**config.mk**
```make
export PLATFORM = sky130hd
export DESIGN_NAME = imem_boot_loader_flat
export DESIGN_NICKNAME = d
export VERILOG_FILES = /design/src/rtl/imem_boot_loader_if.sv /design/src/rtl/imem_boot_loader.sv /design/src/flat_wrapper.sv
export SDC_FILE = /design/constraint.sdc
export NUM_CORES = 1
export LEC_CHECK = 0
export ABC_AREA = 1
export BUFFER_PORTS_ARGS = -buffer_cell sky130_fd_sc_hd__buf_4
export CAP_MARGIN = 20
export CORE_ASPECT_RATIO = 0.75
export CORE_MARGIN = 2
export CORE_UTILIZATION = 61
export DETAILED_ROUTE_END_ITERATION = 8
export GPL_ROUTABILITY_DRIVEN = 0
export HOLD_SLACK_MARGIN = 0.02
export PLACE_DENSITY_LB_ADDON = 0.3
export SLEW_MARGIN = 40
export SYNTH_ARGS = -nofsm -noshare
export SYNTH_HDL_FRONTEND = slang
export SYNTH_SLANG_ARGS = --single-unit
```
**constraint.sdc**
```tcl
create_clock -name clk -period 11.7 [get_ports clk]
set_clock_uncertainty 0.05 [all_clocks]
set_input_delay 1.17 -clock clk [delete_from_list [all_inputs] [get_ports clk]]
set_output_delay 1.17 -clock clk [all_outputs]
set_load 0.01 [all_outputs]
```
**src/rtl/imem_boot_loader_if.sv**
```systemverilog
// Host-side bundle of the instruction-memory boot loader: load control,
// the word stream handshake, the memory initialize port and status outputs.
interface imem_boot_loader_if;
    logic        start;
    logic [15:0] prog_len;
    logic [31:0] exp_sum;
    logic        abort;
    logic        in_valid;
    logic [31:0] in_data;
    logic        in_ready;
    logic        initialize;
    logic [31:0] instruction_initialize_address;
    logic [31:0] instruction_initialize_data;
    logic        cpu_rst;
    logic        busy;
    logic        done;
    logic        error;
    logic [15:0] words_loaded;

    // The loader itself
    modport slave (
        input  start, prog_len, exp_sum, abort, in_valid, in_data,
        output in_ready, initialize, instruction_initialize_address,
               instruction_initialize_data, cpu_rst, busy, done, error,
               words_loaded
    );

    // The host / test driver
    modport master (
        output start, prog_len, exp_sum, abort, in_valid, in_data,
        input  in_ready, initialize, instruction_initialize_address,
               instruction_initialize_data, cpu_rst, busy, done, error,
               words_loaded
    );
endinterface

```
**src/rtl/imem_boot_loader.sv**
```systemverilog
// Boot sequencer: streams a program into the CPU instruction memory, checks
// a running mod-2^32 checksum, then holds the CPU in reset for a fixed
// settle time before releasing it.
module imem_boot_loader #(
    parameter int DEPTH          = 64,
    parameter int RELEASE_CYCLES = 4
) (
    input logic               clk,
    input logic               rst,
    imem_boot_loader_if.slave bus
);

    typedef enum logic [2:0] {
        S_IDLE,
        S_LOAD,
        S_CHECK,
        S_RELEASE,
        S_RUN,
        S_ERROR
    } state_t;

    state_t      state_q, state_d;
    logic [15:0] prog_len_q, prog_len_d;
    logic [31:0] exp_sum_q, exp_sum_d;
    logic [31:0] sum_q, sum_d;
    logic [15:0] words_q, words_d;
    logic [15:0] rel_cnt_q, rel_cnt_d;
    logic        init_q, init_d;
    logic [31:0] addr_q, addr_d;
    logic [31:0] data_q, data_d;

    logic        in_ready;
    logic        handshake;
    logic        len_ok;

    assign in_ready  = (state_q == S_LOAD) && !bus.abort;
    assign handshake = bus.in_valid && in_ready;
    assign len_ok    = (bus.prog_len != 16'd0) && (bus.prog_len <= 16'(DEPTH));

    // Next-state logic; the registered initialize strobe is a one-cycle
    // echo of each accepted word, addressed by its index before increment
    always_comb begin
        state_d    = state_q;
        prog_len_d = prog_len_q;
        exp_sum_d  = exp_sum_q;
        sum_d      = sum_q;
        words_d    = words_q;
        rel_cnt_d  = rel_cnt_q;
        init_d     = 1'b0;
        addr_d     = addr_q;
        data_d     = data_q;

        case (state_q)
            S_IDLE: begin
                if (bus.start) begin
                    if (len_ok) begin
                        state_d    = S_LOAD;
                        prog_len_d = bus.prog_len;
                        exp_sum_d  = bus.exp_sum;
                        sum_d      = 32'd0;
                        words_d    = 16'd0;
                        rel_cnt_d  = 16'd0;
                    end else begin
                        state_d = S_ERROR;
                    end
                end
            end
            S_LOAD: begin
                if (handshake) begin
                    sum_d   = sum_q + bus.in_data;
                    words_d = words_q + 16'd1;
                    init_d  = 1'b1;
                    addr_d  = {14'd0, words_q, 2'b00};
                    data_d  = bus.in_data;
                    if (words_q + 16'd1 == prog_len_q) begin
                        state_d = S_CHECK;
                    end
                end
            end
            S_CHECK: begin
                if (sum_q == exp_sum_q) begin
                    state_d   = S_RELEASE;
                    rel_cnt_d = 16'd0;
                end else begin
                    state_d = S_ERROR;
                end
            end
            S_RELEASE: begin
                if (rel_cnt_q == 16'(RELEASE_CYCLES - 1)) begin
                    state_d = S_RUN;
                end else begin
                    rel_cnt_d = rel_cnt_q + 16'd1;
                end
            end
            S_RUN: begin
                state_d = S_RUN;
            end
            S_ERROR: begin
                state_d = S_ERROR;
            end
            default: begin
                state_d = S_IDLE;
            end
        endcase

        // Abort overrides everything outside IDLE; in_ready is already low
        // so no word is taken, while a strobe registered last cycle finishes
        if (state_q != S_IDLE && bus.abort) begin
            state_d   = S_IDLE;
            sum_d     = 32'd0;
            words_d   = 16'd0;
            rel_cnt_d = 16'd0;
        end
    end

    // State and datapath registers
    always_ff @(posedge clk or posedge rst) begin
        if (rst) begin
            state_q    <= S_IDLE;
            prog_len_q <= 16'd0;
            exp_sum_q  <= 32'd0;
            sum_q      <= 32'd0;
            words_q    <= 16'd0;
            rel_cnt_q  <= 16'd0;
            init_q     <= 1'b0;
            addr_q     <= 32'd0;
            data_q     <= 32'd0;
        end else begin
            state_q    <= state_d;
            prog_len_q <= prog_len_d;
            exp_sum_q  <= exp_sum_d;
            sum_q      <= sum_d;
            words_q    <= words_d;
            rel_cnt_q  <= rel_cnt_d;
            init_q     <= init_d;
            addr_q     <= addr_d;
            data_q     <= data_d;
        end
    end

    assign bus.in_ready                       = in_ready;
    assign bus.initialize                     = init_q;
    assign bus.instruction_initialize_address = addr_q;
    assign bus.instruction_initialize_data    = data_q;
    assign bus.cpu_rst                        = (state_q != S_RUN);
    assign bus.busy                           = (state_q == S_LOAD) || (state_q == S_CHECK) ||
                                                (state_q == S_RELEASE);
    assign bus.done                           = (state_q == S_RUN);
    assign bus.error                          = (state_q == S_ERROR);
    assign bus.words_loaded                   = words_q;

endmodule

```
**src/flat_wrapper.sv**
```systemverilog
// flat-port wrapper written by rule: the top's interface ports become plain ports
module imem_boot_loader_flat 
#(
    parameter int DEPTH          = 64,
    parameter int RELEASE_CYCLES = 4
)
  (clk, rst, bus_start, bus_prog_len, bus_exp_sum, bus_abort, bus_in_valid, bus_in_data, bus_in_ready, bus_initialize, bus_instruction_initialize_address, bus_instruction_initialize_data, bus_cpu_rst, bus_busy, bus_done, bus_error, bus_words_loaded);
  imem_boot_loader_if bus_i ();
  input logic clk;
  input logic rst;
  input wire logic [$bits(bus_i.start)-1:0] bus_start;
  input wire logic [$bits(bus_i.prog_len)-1:0] bus_prog_len;
  input wire logic [$bits(bus_i.exp_sum)-1:0] bus_exp_sum;
  input wire logic [$bits(bus_i.abort)-1:0] bus_abort;
  input wire logic [$bits(bus_i.in_valid)-1:0] bus_in_valid;
  input wire logic [$bits(bus_i.in_data)-1:0] bus_in_data;
  output wire logic [$bits(bus_i.in_ready)-1:0] bus_in_ready;
  output wire logic [$bits(bus_i.initialize)-1:0] bus_initialize;
  output wire logic [$bits(bus_i.instruction_initialize_address)-1:0] bus_instruction_initialize_address;
  output wire logic [$bits(bus_i.instruction_initialize_data)-1:0] bus_instruction_initialize_data;
  output wire logic [$bits(bus_i.cpu_rst)-1:0] bus_cpu_rst;
  output wire logic [$bits(bus_i.busy)-1:0] bus_busy;
  output wire logic [$bits(bus_i.done)-1:0] bus_done;
  output wire logic [$bits(bus_i.error)-1:0] bus_error;
  output wire logic [$bits(bus_i.words_loaded)-1:0] bus_words_loaded;
  assign bus_i.start = bus_start;
  assign bus_i.prog_len = bus_prog_len;
  assign bus_i.exp_sum = bus_exp_sum;
  assign bus_i.abort = bus_abort;
  assign bus_i.in_valid = bus_in_valid;
  assign bus_i.in_data = bus_in_data;
  assign bus_in_ready = bus_i.in_ready;
  assign bus_initialize = bus_i.initialize;
  assign bus_instruction_initialize_address = bus_i.instruction_initialize_address;
  assign bus_instruction_initialize_data = bus_i.instruction_initialize_data;
  assign bus_cpu_rst = bus_i.cpu_rst;
  assign bus_busy = bus_i.busy;
  assign bus_done = bus_i.done;
  assign bus_error = bus_i.error;
  assign bus_words_loaded = bus_i.words_loaded;
  imem_boot_loader #(.DEPTH(DEPTH), .RELEASE_CYCLES(RELEASE_CYCLES)) u_core (.clk(clk), .rst(rst), .bus(bus_i));
endmodule
```
### Yosys cells after proc, flatten, opt, wreduce, memory -nomap -nowiden

Index checks and enable logic that the tools add are counted.

* input bits: 85
* register bits after elaboration: 164
* word-level logic and storage cells: 70
* output and inout port bits: 86

* add/sub/neg operators: 3
* reductions and logical operators: 17
* $lt $le $gt $ge: 1
* multiplexer cells: 24
* equal/unequal tests: 16

Operators by type and width (count)
* 32-bit 2-to-1 mux: 4
* 16-bit 2-to-1 mux: 7
* 32-bit case mux with 2 select lines: 1
* 16-bit case mux with 3 select lines: 1
* 16-bit by 1-bit adder with 16-bit output, second input constant: 2
* 32-bit adder: 1
* 32-bit == test: 1
* 16-bit case mux with 2 select lines: 1
* 3-bit 2-to-1 mux: 7
* 3-bit case mux with 6 select lines: 1
* 16-bit == test: 1
* 16-bit by 2-bit == test with 1-bit output, second input constant: 1
* 16-bit by 7-bit <= comparator with 1-bit output, second input constant: 1
* 16-bit nonzero test: 1
* 3-bit by 1-bit inequality test with 1-bit output, second input constant: 3
* 3-bit inequality test, second input constant: 3
* 4-bit AND reduction: 2
* 3-bit by 2-bit == test with 1-bit output, second input constant: 2
* 3-bit == test, second input constant: 2
* 3-bit by 2-bit inequality test with 1-bit output, second input constant: 2
* 3-bit nonzero test: 2
* 5-bit AND reduction: 1
* 1-bit logical AND: 4
* 4-bit nonzero test: 1
* other kinds (7): 9

### Logic depth before layout (Yosys ltp)

* depth after elaboration: 6
* depth in mapped cells: 17
* gate-level depth less buffers: 17

### Least setup slack after synthesis

No wires, ideal clock.

* kind: input-to-reg
* start: input port bus_in_data[0]
* end: register u_core.sum_q[24]
* arrival time: 2.661 ns
* cell stages on the path: 12
* buffers on the path: 0
* library setup time: 0.117 ns
* required time: 11.533 ns
* slack: 8.872 ns
* cells stage by stage: ha_1 -> fa_1 -> nand3_1 -> nand2_1 -> a21oi_1 -> o21ai_0 -> nand2_1 -> nand2_1 -> nand2_1 -> nand3_1 -> nand3_1 -> nand2_1

* word-level cells in the longest chain between the ends: 4

RTL lines
* from (decl): RTL line flat_wrapper.sv:16 `input wire logic [$bits(bus_i.in_data)-1:0] bus_in_data;`
* 32-bit adder: RTL line imem_boot_loader.sv:70 `sum_d = sum_q + bus.in_data;`
* 32-bit 2-to-1 mux: RTL line imem_boot_loader.sv:69 `if (handshake) begin`
* 32-bit case mux with 2 select lines: RTL line imem_boot_loader.sv:53 `case (state_q)`
* 32-bit 2-to-1 mux: RTL line imem_boot_loader.sv:108 `if (state_q != S_IDLE && bus.abort) begin`
* to (signal assigned): RTL line imem_boot_loader.sv:132 `sum_q <= sum_d;`
* to (decl): RTL line imem_boot_loader.sv:25 `logic [31:0] sum_q, sum_d;`

Every way passes these cells. The select of a mux whose other input is x is not followed.
A chain may end at the register's enable or synchronous reset.

### Worst setup path after layout

* start: input port bus_abort
* end: output port bus_in_ready

* word-level cells in the longest chain between the ends: 2

RTL lines
* from (decl): RTL line flat_wrapper.sv:14 `input wire logic [$bits(bus_i.abort)-1:0] bus_abort;`
* 1-bit logical NOT: RTL line imem_boot_loader.sv:36 `assign in_ready = (state_q == S_LOAD) && !bus.abort;`
* 1-bit logical AND: RTL line imem_boot_loader.sv:36
* to (decl): RTL line flat_wrapper.sv:17 `output wire logic [$bits(bus_i.in_ready)-1:0] bus_in_ready;`

Every way passes these cells.

==> summary.md <==
| Metric | Value |
|---|---|
| Post-synth top area share | `around two fifths` |
| Synthesized area per cell | `between 7 and 8 um^2` |
| Setup TNS | `0 ps` |
| Cell taking the most area after synthesis | `dfrtp_1` |
| Tot Pwr | `about 2500 uW` |
| Critical path capture point type | `output pin` |
| Number of CTS-inserted buffers | `17` |
| Status | `finished clean` |
| Finished Layout Cells | `1612` |
| Worst EP required | `10480 ps` |
| FILL cells | `approximately 1200` |
| Yosys reg bits | `164` |
| Final Worst Setup Slack | `approximately 8700 ps` |
| Final #Nets | `around 1500` |
| Number of synthesized flops with an enable pin | `0` |
| Ant. Diodes | `0` |
| Post-layout min period | `2990 ps` |
| P&R area growth vs syn | `18.9%` |
| Post-Syn Area | `9780 um^2` |
| Clock latency at the later pin of the worst-skew pair | `~430 ps` |
| Area after DPL | `about 11000 um^2` |
| Core box area | `15900 um^2` |
| Yosys warning count | `0` |
| Final instance area | `11600 um^2` |
| Via count | `9020` |
| Max FO, Critical Path | `4` |
| Initial antenna violation count | `0` |
| Max clock buf depth | `2` |
| Row count | `40` |
| RSZ-0062 raised after global routing | `false` |
| Root buf cell | `clkbuf_16` |
| Worst rel slew slack | `around half` |
| Gr ovfl total | `0` |
| H-tree depth | `4` |
| CTS clk-pin slew, worst paths | `around 70 ps` |
| Top area cells in the synthesized netlist | `dfrtp_1, nand2_1, nand3_1, ha_1, xnor2_1` |
| Element type at the critical path start | `primary input` |
| Initial drt markers | `just over 900` |
| Post-CTS setup repair buffer count | `0` |
| Cell variety after synth | `48` |
| Final number of setup-violating endpoints | `0` |
| Clock sinks | `164` |
| Overall routed net length | `~25000 um` |
| Hold Violations, Final | `0` |
| Main synth FF type | `dfrtp_1` |
| Fmax | `~330 MHz` |
| Total track usage | `between 20% and 30%` |
| Die height | `roughly 110 um` |
| Post-Synthesis Cells | `between 1000 and 1500` |
| Routed len/inst | `between 15 and 20 um` |
| Vias per std cell | `around 5.6` |
| Largest net degree at the start of global routing | `91` |
| Final Cycle Share | `25.5%` |
| Setup CP Type | `primary input to output pin` |
| Die Area | `around 17000 um^2` |
| Peak VDD IR | `between 0.1 and 0.15 mV` |
| Die extent in x | `between 150 and 200 um` |
| Leak pwr | `0.00601 uW` |
| IO buf count | `154` |
| Pre-antenna DRT Iters | `8` |
| FFs w/ async S/R, synth | `100%` |
| DRC | `0` |
| Ports | `about 170` |
| Register area share after synthesis | `a little over two fifths` |
| Antenna-violating nets left | `0` |
| Arrival time worst endpoint | `between 1500 and 2000 ps` |
| Max-slew violations | `0` |
| CTS tree | `built` |
| Via count of the first global-routing pass | `8367` |
| Dpl cells | `approximately 1600` |
| Post-CTS Hold Fix Bufs | `0` |
| Starting Density | `about three fifths` |
| Hpwl dp | `17600 um` |
| First-pass GRT wire length | `40600 um` |
| Hold/Removal Path Class | `flip-flop to flip-flop` |
| Share of layout cells above drive strength 1 | `between 10% and 20%` |
| PwrDens | `212 nW/um^2` |
| CTS resizes | `0` |
| Place WS | `roughly 8400 ps` |
| Worst Tran Pin Value | `approximately 740 ps` |
| Max-Cap Viols | `0` |
==> cell usage after synthesis, types with 2 or more instances <==
master and instances:
nand3_1 88, nor3_1 19, buf_6 2, xnor2_1 43
o21a_1 2, o21ai_2 3, nor2_4 5, nor4_1 3
a21o_1 4, o22ai_1 8, inv_1 94, buf_4 23
a21oi_1 53, o21bai_1 5, ha_1 33, dfrtp_1 164
mux2_2 6, nand3b_1 6, mux2_1 26, o21ai_0 54
buf_2 7, nand2_1 381, nor4_2 3, nor2_1 86
xor2_1 12, nand4_4 2, a31oi_1 2, o21ai_1 27
nor2_2 5, inv_2 10, a22o_1 2, or2_2 7
a21o_2 3, clkinv_1 2, clkbuf_1 8, nand4_1 13
nand2_2 16
==> layout by cell type, fill, tap and decap left out, types with 5 or more instances in the layout <==
| cell | count |
|---|---|
| o21ai_0 | 54 |
| nor2_2 | 5 |
| nand2_2 | 16 |
| clkbuf_16 | 17 |
| xnor2_1 | 43 |
| conb_1 | 16 |
| ha_1 | 33 |
| nand2_1 | 381 |
| o22ai_1 | 8 |
| mux2_2 | 6 |
| o21ai_1 | 27 |
| nand4_1 | 13 |
| xor2_1 | 12 |
| nor2_4 | 5 |
| nor3_1 | 19 |
| nand3b_1 | 6 |
| dfrtp_1 | 164 |
| mux2_1 | 26 |
| o21bai_1 | 5 |
| inv_2 | 10 |
| inv_1 | 93 |
| nor2_1 | 86 |
| buf_4 | 156 |
| or2_2 | 7 |
| nand3_1 | 88 |
| a21oi_1 | 53 |
==> cell type report <==
type,instances,area [um^2],share of cell area [%]
Clock inverter,13,149,1.28
Inverter,106,405,3.49
Multi-Input combinational cell,942,5070,43.6
Sequential cell,164,4100,35.3
Tap cell,210,263,2.26
Clock buffer,19,443,3.81
Timing Repair Buffer,158,1190,10.3
==> cell families (layout without fill, tap and decap cells) <==
kind of cell	Yosys count	in the layout	synth area share, %
simple gates	637	637	28.5
compound gates	168	168	9.71
flops	164	164	42.0
buf+inv	147	296	6.77
xor+xnor	55	55	4.93
fa+ha+maj	34	34	4.43
mux	32	32	3.69
other cells	1	16	0.0384
==> where the power goes <==
| group | total [uW] | switching [uW] | internal, uW | leakage (uW) |
|---|---|---|---|---|
| logic | 1090 | 673 | 417 | 0.00351 |
| registers | 803 | 111 | 692 | 0.00222 |
| clock network | 569 | 246 | 323 | 0.000279 |
| total | 2460 | 1030 | 1430 | 0.00601 |
==> sequential cells by signal, indices dropped and copies added, names as in the netlist <==
register                                   flops
u_core.rel_cnt_q                              16
u_core.bus.words_loaded                       16
u_core.bus.instruction_initialize_address     16
u_core.bus.initialize                          1
u_core.prog_len_q                             16
u_core.sum_q                                  32
u_core.bus.instruction_initialize_data        32
u_core.state_q                                 3
u_core.exp_sum_q                              32
==> final timing paths <==
kind,from,endpoint,cells past startpoint,slack [ps]
min in group asynchronous,rst,u_core.bus.instruction_initialize_address[10],2,780
min reg2reg,u_core.bus.instruction_initialize_data[18],u_core.bus.instruction_initialize_data[18],2,430
max reg2reg,u_core.bus.words_loaded[0],u_core.state_q[0],16,9180
max in group asynchronous,rst,u_core.bus.instruction_initialize_data[24],3,9730
max,bus_abort,bus_in_ready,5,8710
min,u_core.bus.instruction_initialize_data[18],u_core.bus.instruction_initialize_data[18],2,430
==> routing by layer <==
layer / track usage (%) / share of wire, % / vias to the layer above / routed length, um
li1: - / - / 4312 / -
met2: 43.8 / 43 / 481 / 10800
met5: 0 / 0 / - / 0
met3: 7.40 / 10 / 51 / 2570
met4: 8.62 / 1.8 / 0 / 448
met1: 44.3 / 45 / 4176 / 11300
==> critical path, stage by stage <==
cell and delay (ps):
buf_4 140, inv_1 110, nand2_1 100, inv_2 120
buf_4 130
==> stage by stage <==
stage / utilization, % / hold WS (ps)
2_1_floorplan: - / 399
3_3_place_gp: 69.5 / 412
3_5_place_dp: 69.5 / 416
4_1_cts: 73.3 / 434
5_1_grt: 73.3 / 445
6_report: 73.3 / 431
No activity file was read; power rests on OpenSTA's default activity.
